## config.mk

```make
export PLATFORM = sky130hd
export DESIGN_NAME = button_events
export DESIGN_NICKNAME = d
export VERILOG_FILES = /design/src/rtl/button_events.sv
export SDC_FILE = /design/constraint.sdc
export NUM_CORES = 1
export LEC_CHECK = 0
export BUFFER_PORTS_ARGS = -buffer_cell sky130_fd_sc_hd__buf_2
export CAP_MARGIN = 20
export CORE_MARGIN = 10
export CORE_UTILIZATION = 25
export DETAILED_ROUTE_END_ITERATION = 10
export PLACE_DENSITY = 0.38
export SYNTH_ARGS = -nofsm -noshare
export SYNTH_HDL_FRONTEND = slang
export SYNTH_SLANG_ARGS = --single-unit
export TNS_END_PERCENT = 50
```

## constraint.sdc

```tcl
create_clock -name clk_i -period 5.2 [get_ports clk_i]
set_input_delay 0.26 -clock clk_i [delete_from_list [all_inputs] [get_ports clk_i]]
set_output_delay 0.26 -clock clk_i [all_outputs]
set_load 0.01 [all_outputs]
```

## src/rtl/button_events.sv

```systemverilog
// Turns a debounced button level plus a slow tick strobe into press/release,
// short/long press and auto-repeat pulses; one instance per button.
module button_events #(
  parameter int CNT_W        = 8,
  parameter int LONG_TICKS   = 50,
  parameter int REPEAT_TICKS = 10
) (
  input  logic clk_i,
  input  logic rst_sync_i,
  input  logic tick_i,
  input  logic debounced_i,
  output logic press_o,
  output logic release_o,
  output logic short_press_o,
  output logic long_press_o,
  output logic repeat_press_o,
  output logic held_o
);

  typedef enum logic [1:0] {
    ARM,
    IDLE,
    HELD,
    LONG
  } state_e;

  // Compare against N-1 so cnt+1 never has to be formed at full width.
  localparam logic [CNT_W-1:0] LONG_LAST   = CNT_W'(LONG_TICKS - 1);
  localparam logic [CNT_W-1:0] REPEAT_LAST = CNT_W'((REPEAT_TICKS > 0) ? REPEAT_TICKS - 1 : 0);
  localparam bit               REPEAT_EN   = (REPEAT_TICKS != 0);

  state_e           state_q, state_d;
  logic [CNT_W-1:0] cnt_q, cnt_d;
  logic             press_q, press_d;
  logic             release_q, release_d;
  logic             short_q, short_d;
  logic             long_q, long_d;
  logic             repeat_q, repeat_d;
  logic             held_q, held_d;

  always_comb begin
    state_d   = state_q;
    cnt_d     = cnt_q;
    press_d   = 1'b0;
    release_d = 1'b0;
    short_d   = 1'b0;
    long_d    = 1'b0;
    repeat_d  = 1'b0;

    case (state_q)
      ARM: begin
        // A button already down at reset release must be seen up before it counts.
        if (!debounced_i) state_d = IDLE;
      end
      IDLE: begin
        if (debounced_i) begin
          state_d = HELD;
          cnt_d   = '0;
          press_d = 1'b1;
        end
      end
      HELD: begin
        if (!debounced_i) begin
          state_d   = IDLE;
          cnt_d     = '0;
          release_d = 1'b1;
          short_d   = 1'b1;
        end else if (tick_i) begin
          if (cnt_q == LONG_LAST) begin
            state_d = LONG;
            cnt_d   = '0;
            long_d  = 1'b1;
          end else begin
            cnt_d = cnt_q + CNT_W'(1);
          end
        end
      end
      LONG: begin
        if (!debounced_i) begin
          state_d   = IDLE;
          cnt_d     = '0;
          release_d = 1'b1;
        end else if (tick_i && REPEAT_EN) begin
          if (cnt_q == REPEAT_LAST) begin
            cnt_d    = '0;
            repeat_d = 1'b1;
          end else begin
            cnt_d = cnt_q + CNT_W'(1);
          end
        end
      end
      default: state_d = ARM;
    endcase

    held_d = (state_d == HELD) || (state_d == LONG);
  end

  always_ff @(posedge clk_i or posedge rst_sync_i) begin
    if (rst_sync_i) begin
      state_q   <= ARM;
      cnt_q     <= '0;
      press_q   <= 1'b0;
      release_q <= 1'b0;
      short_q   <= 1'b0;
      long_q    <= 1'b0;
      repeat_q  <= 1'b0;
      held_q    <= 1'b0;
    end else begin
      state_q   <= state_d;
      cnt_q     <= cnt_d;
      press_q   <= press_d;
      release_q <= release_d;
      short_q   <= short_d;
      long_q    <= long_d;
      repeat_q  <= repeat_d;
      held_q    <= held_d;
    end
  end

  assign press_o        = press_q;
  assign release_o      = release_q;
  assign short_press_o  = short_q;
  assign long_press_o   = long_q;
  assign repeat_press_o = repeat_q;
  assign held_o         = held_q;

endmodule

```

==> results by group <==
Power and ir drop
  • VDD IR max: around 0.14 mV
  • Pleak: around 0.44 nW
  • PnR Total Power: around 370 uW
  • PwrDens: approximately 370 mW/mm2

Die
  • Die Height: slightly below 80 um
  • Die X: around 79 um
  • Cell Rows: 21
  • Initial Util: 0.262
  • Die ar.: about 0.0063 mm2
  • I/O Pins: 10
  • Core footprint: approximately 0.0034 mm2

Setup path
  • Slowest stage cell on the critical path: dfrtp_1
  • Crit-path max FO: 11
  • Crit. End Element: flop
  • Critical Path AT: 2250 ps
  • CP max stage delay: between 400 and 500 ps
  • Crit path required time: 5390 ps
  • WS Path Type: flop to flop
  • CP Cell Sequence: inv_1 -> ha_1 -> o21ba_2 -> a211o_1 -> nand3b_2 -> o311ai_1
  • CP startpoint kind: flop

GRT
  • Largest net degree at the start of global routing: 16
  • Initial antenna violation count: 0
  • Total gr overflow: 0
  • Vias in the first global route: ~620
  • First-pass GRT wire length: about 3000 um
  • Gr usage total: 0.0602

Flow run
  • Max cap viols: 0

Hold path
  • Hold Path Class: input port to asynchronous set/reset pin

Clock network
  • Htree depth: 1
  • Post CTS Setup Buffer Count: 0
  • CTS Sinks: 15
  • Worst-path clk slew: approximately 90 ps
  • Clock Path Buffers: 2
  • CTS tree: built
  • CTS hold repair buffers: 0
  • Inserted Clock Buffers: 3
  • Post-CTS resize count: 0
  • Root Buffer: clkbuf_4
  • Clock Latency Late Sink: around 280 ps

STA
  • Final Max Tran Viols: 0
  • Tcrit/Tclk final: 0.396
  • Slew HR: 0.602
  • Clk_skew: ~2.2 ps
  • Post-route setup TNS: 0 ps
  • Slew @ Worst Pin: between 500 and 600 ps
  • Post-layout minimum cycle time: a little over 2000 ps
  • Final worst slack: approximately 3100 ps
  • Fmax: 486 MHz
  • Setup violators final: 0
  • RSZ-0062 raised after global routing: false
  • Final Hold Fails: 0

Synth
  • Synthesized Nets: between 100 and 150
  • Synth Cell Area: approximately 900 um2
  • Synthesized instance count: 92
  • Register bit total from synthesis: 15
  • Synth unique cells: 37
  • Warning count from the yosys run: 0
  • Sequential cell area fraction in the yosys report: 0.427
  • Syn_area_per_cell: between 9 and 10 um2

Place
  • Worst slack at placement: 3150 ps
  • Final Wtd Congestion: between 0.8 and 0.9
  • IO Port Bufs: 9
  • Detailed Place HPWL: roughly 1400 um

Cells and area
  • Synth-to-Final Area Change: 12.5%
  • Filler Cells Inserted: between 300 and 400
  • Finished Core Util: 0.294
  • Multi-input logic area: roughly 450 um2
  • FF/Latch Area: between 300 and 400 um2
  • Final nets: 114
  • Fraction of layout cells with a size suffix above 1: 0.186
  • Ant diodes: 0

Run status
  • Status: finished clean

Drt
  • Vias: between 600 and 700
  • DR DRC count: 0
  • Via-to-Cell Ratio: between 4 and 5
  • Starting DRC count in detailed routing: 32
  • Drt wl/cell: 12.2 um
  • ANT nets after route: 0
  • DR pass1 iterations: 4
  • Routed WL: 1800 um
[final timing paths]
path | depth (start not counted) | startpoint | endpoint | slack [ps]
max in group asynchronous | 2 | rst_sync_i | repeat_press_o | 4780
min in group clk_i | 3 | tick_i | repeat_press_o | 240
worst max-delay path | 6 | state_q[0] | cnt_q[2] | 3140
worst max register to register | 6 | state_q[0] | cnt_q[2] | 3140
worst min-delay path | 2 | rst_sync_i | cnt_q[6] | 30
worst min register to register | 2 | cnt_q[7] | cnt_q[7] | 560
[kinds of logic after synthesis]
family / count (synthesis) / share of synthesized area
compound gates: 22 / 0.166
fa+ha+maj: 7 / 0.0996
buf+inv: 13 / 0.0640
flops: 15 / 0.427
mux: 1 / 0.0114
simple gates: 34 / 0.232
[per-stage QoR]
| step | instance area, um2 | cells | hold WS [ps] |
|---|---|---|---|
| after global placement | 963 | 144 | 357 |
| after floorplan | 880 | 92 | 161 |
| after CTS | 990 | 148 | 52.7 |
| after detailed placement | 963 | 144 | 377 |
| final | 990 | 148 | 32.6 |
| after global routing | 990 | 148 | 100 |
[placed cells by master (no fill, tap or decap), types with 2 or more instances in the layout]
master / count
a21oi_1: 4
a31oi_1: 3
and2_1: 2
buf_2: 9
clkbuf_4: 3
dfrtp_1: 15
ha_1: 7
inv_1: 10
nand2_1: 10
nand3_1: 3
nand4_1: 2
nor2b_1: 2
o21ai_0: 3
o22ai_1: 3
or2_2: 2
or3_1: 2
[where the power goes]
part	leakage (nW)	switching [mW]	internal (mW)	total [mW]
clock network	0.0150	0.0366	0.0298	0.0664
registers	0.205	0.0169	0.134	0.151
logic	0.216	0.0862	0.0648	0.151
total	0.436	0.140	0.228	0.368
[cells in the mapped netlist]
cell type,instances,area share
o22ai_1,3,0.021
nor2b_1,2,0.014
mux2i_1,1,0.011
buf_6,1,0.013
o21ba_2,1,0.011
nor3_1,1,0.0057
a21oi_1,4,0.023
o21ai_1,1,0.0057
or4b_4,1,0.016
clkbuf_1,2,0.0085
inv_1,10,0.043
ha_1,7,0.10
a211o_1,1,0.010
dfrtp_1,15,0.43
nand3b_2,1,0.013
nand2b_1,1,0.0071
nor2_1,1,0.0043
and3_1,1,0.0071
o311a_1,1,0.011
a2111oi_0,1,0.010
nand4_1,2,0.014
o31ai_1,1,0.0085
a31oi_1,3,0.021
nor4_1,1,0.0071
o311ai_1,1,0.010
o21ai_0,3,0.017
or4_4,1,0.013
nand4b_1,1,0.010
or3b_2,1,0.010
or3_1,2,0.014
o211ai_1,1,0.0085
or2_2,2,0.014
and2_1,2,0.014
nand3_1,3,0.017
o21bai_1,1,0.0085
nand2_1,10,0.043
or4_1,1,0.0085
[layout make-up]
type | instances | area share
tap | 46 | 0.0582
clock buffer | 4 | 0.0265
inverter | 10 | 0.0379
timing repair buffer | 9 | 0.0455
multi-input combinational | 64 | 0.453
sequential | 15 | 0.379
[worst max-delay path, delay by kind of cell, from the launching register on]
family | cells | cell delay [ps]
compound gates | 3 | 880
fa+ha+maj | 1 | 230
buf+inv | 1 | 90
flops | 1 | 440
simple gates | 1 | 320
[state kept, by name, summed over array words and instances (netlist names)]
name and cells:
state_q 2, short_press_o 1, press_o 1, release_o 1
cnt_q 8, long_press_o 1, repeat_press_o 1
[layer usage]
layer / wire length [um] / global-route usage / up-vias
li1: - / - / 350
met1: 807 / 0.0694 / 316
met2: 861 / 0.0930 / 13
met3: 110 / 0.0315 / 2
met4: 22 / 0.0215 / 0
met5: 0 / 0 / -
(Power assumes the default switching activity.)
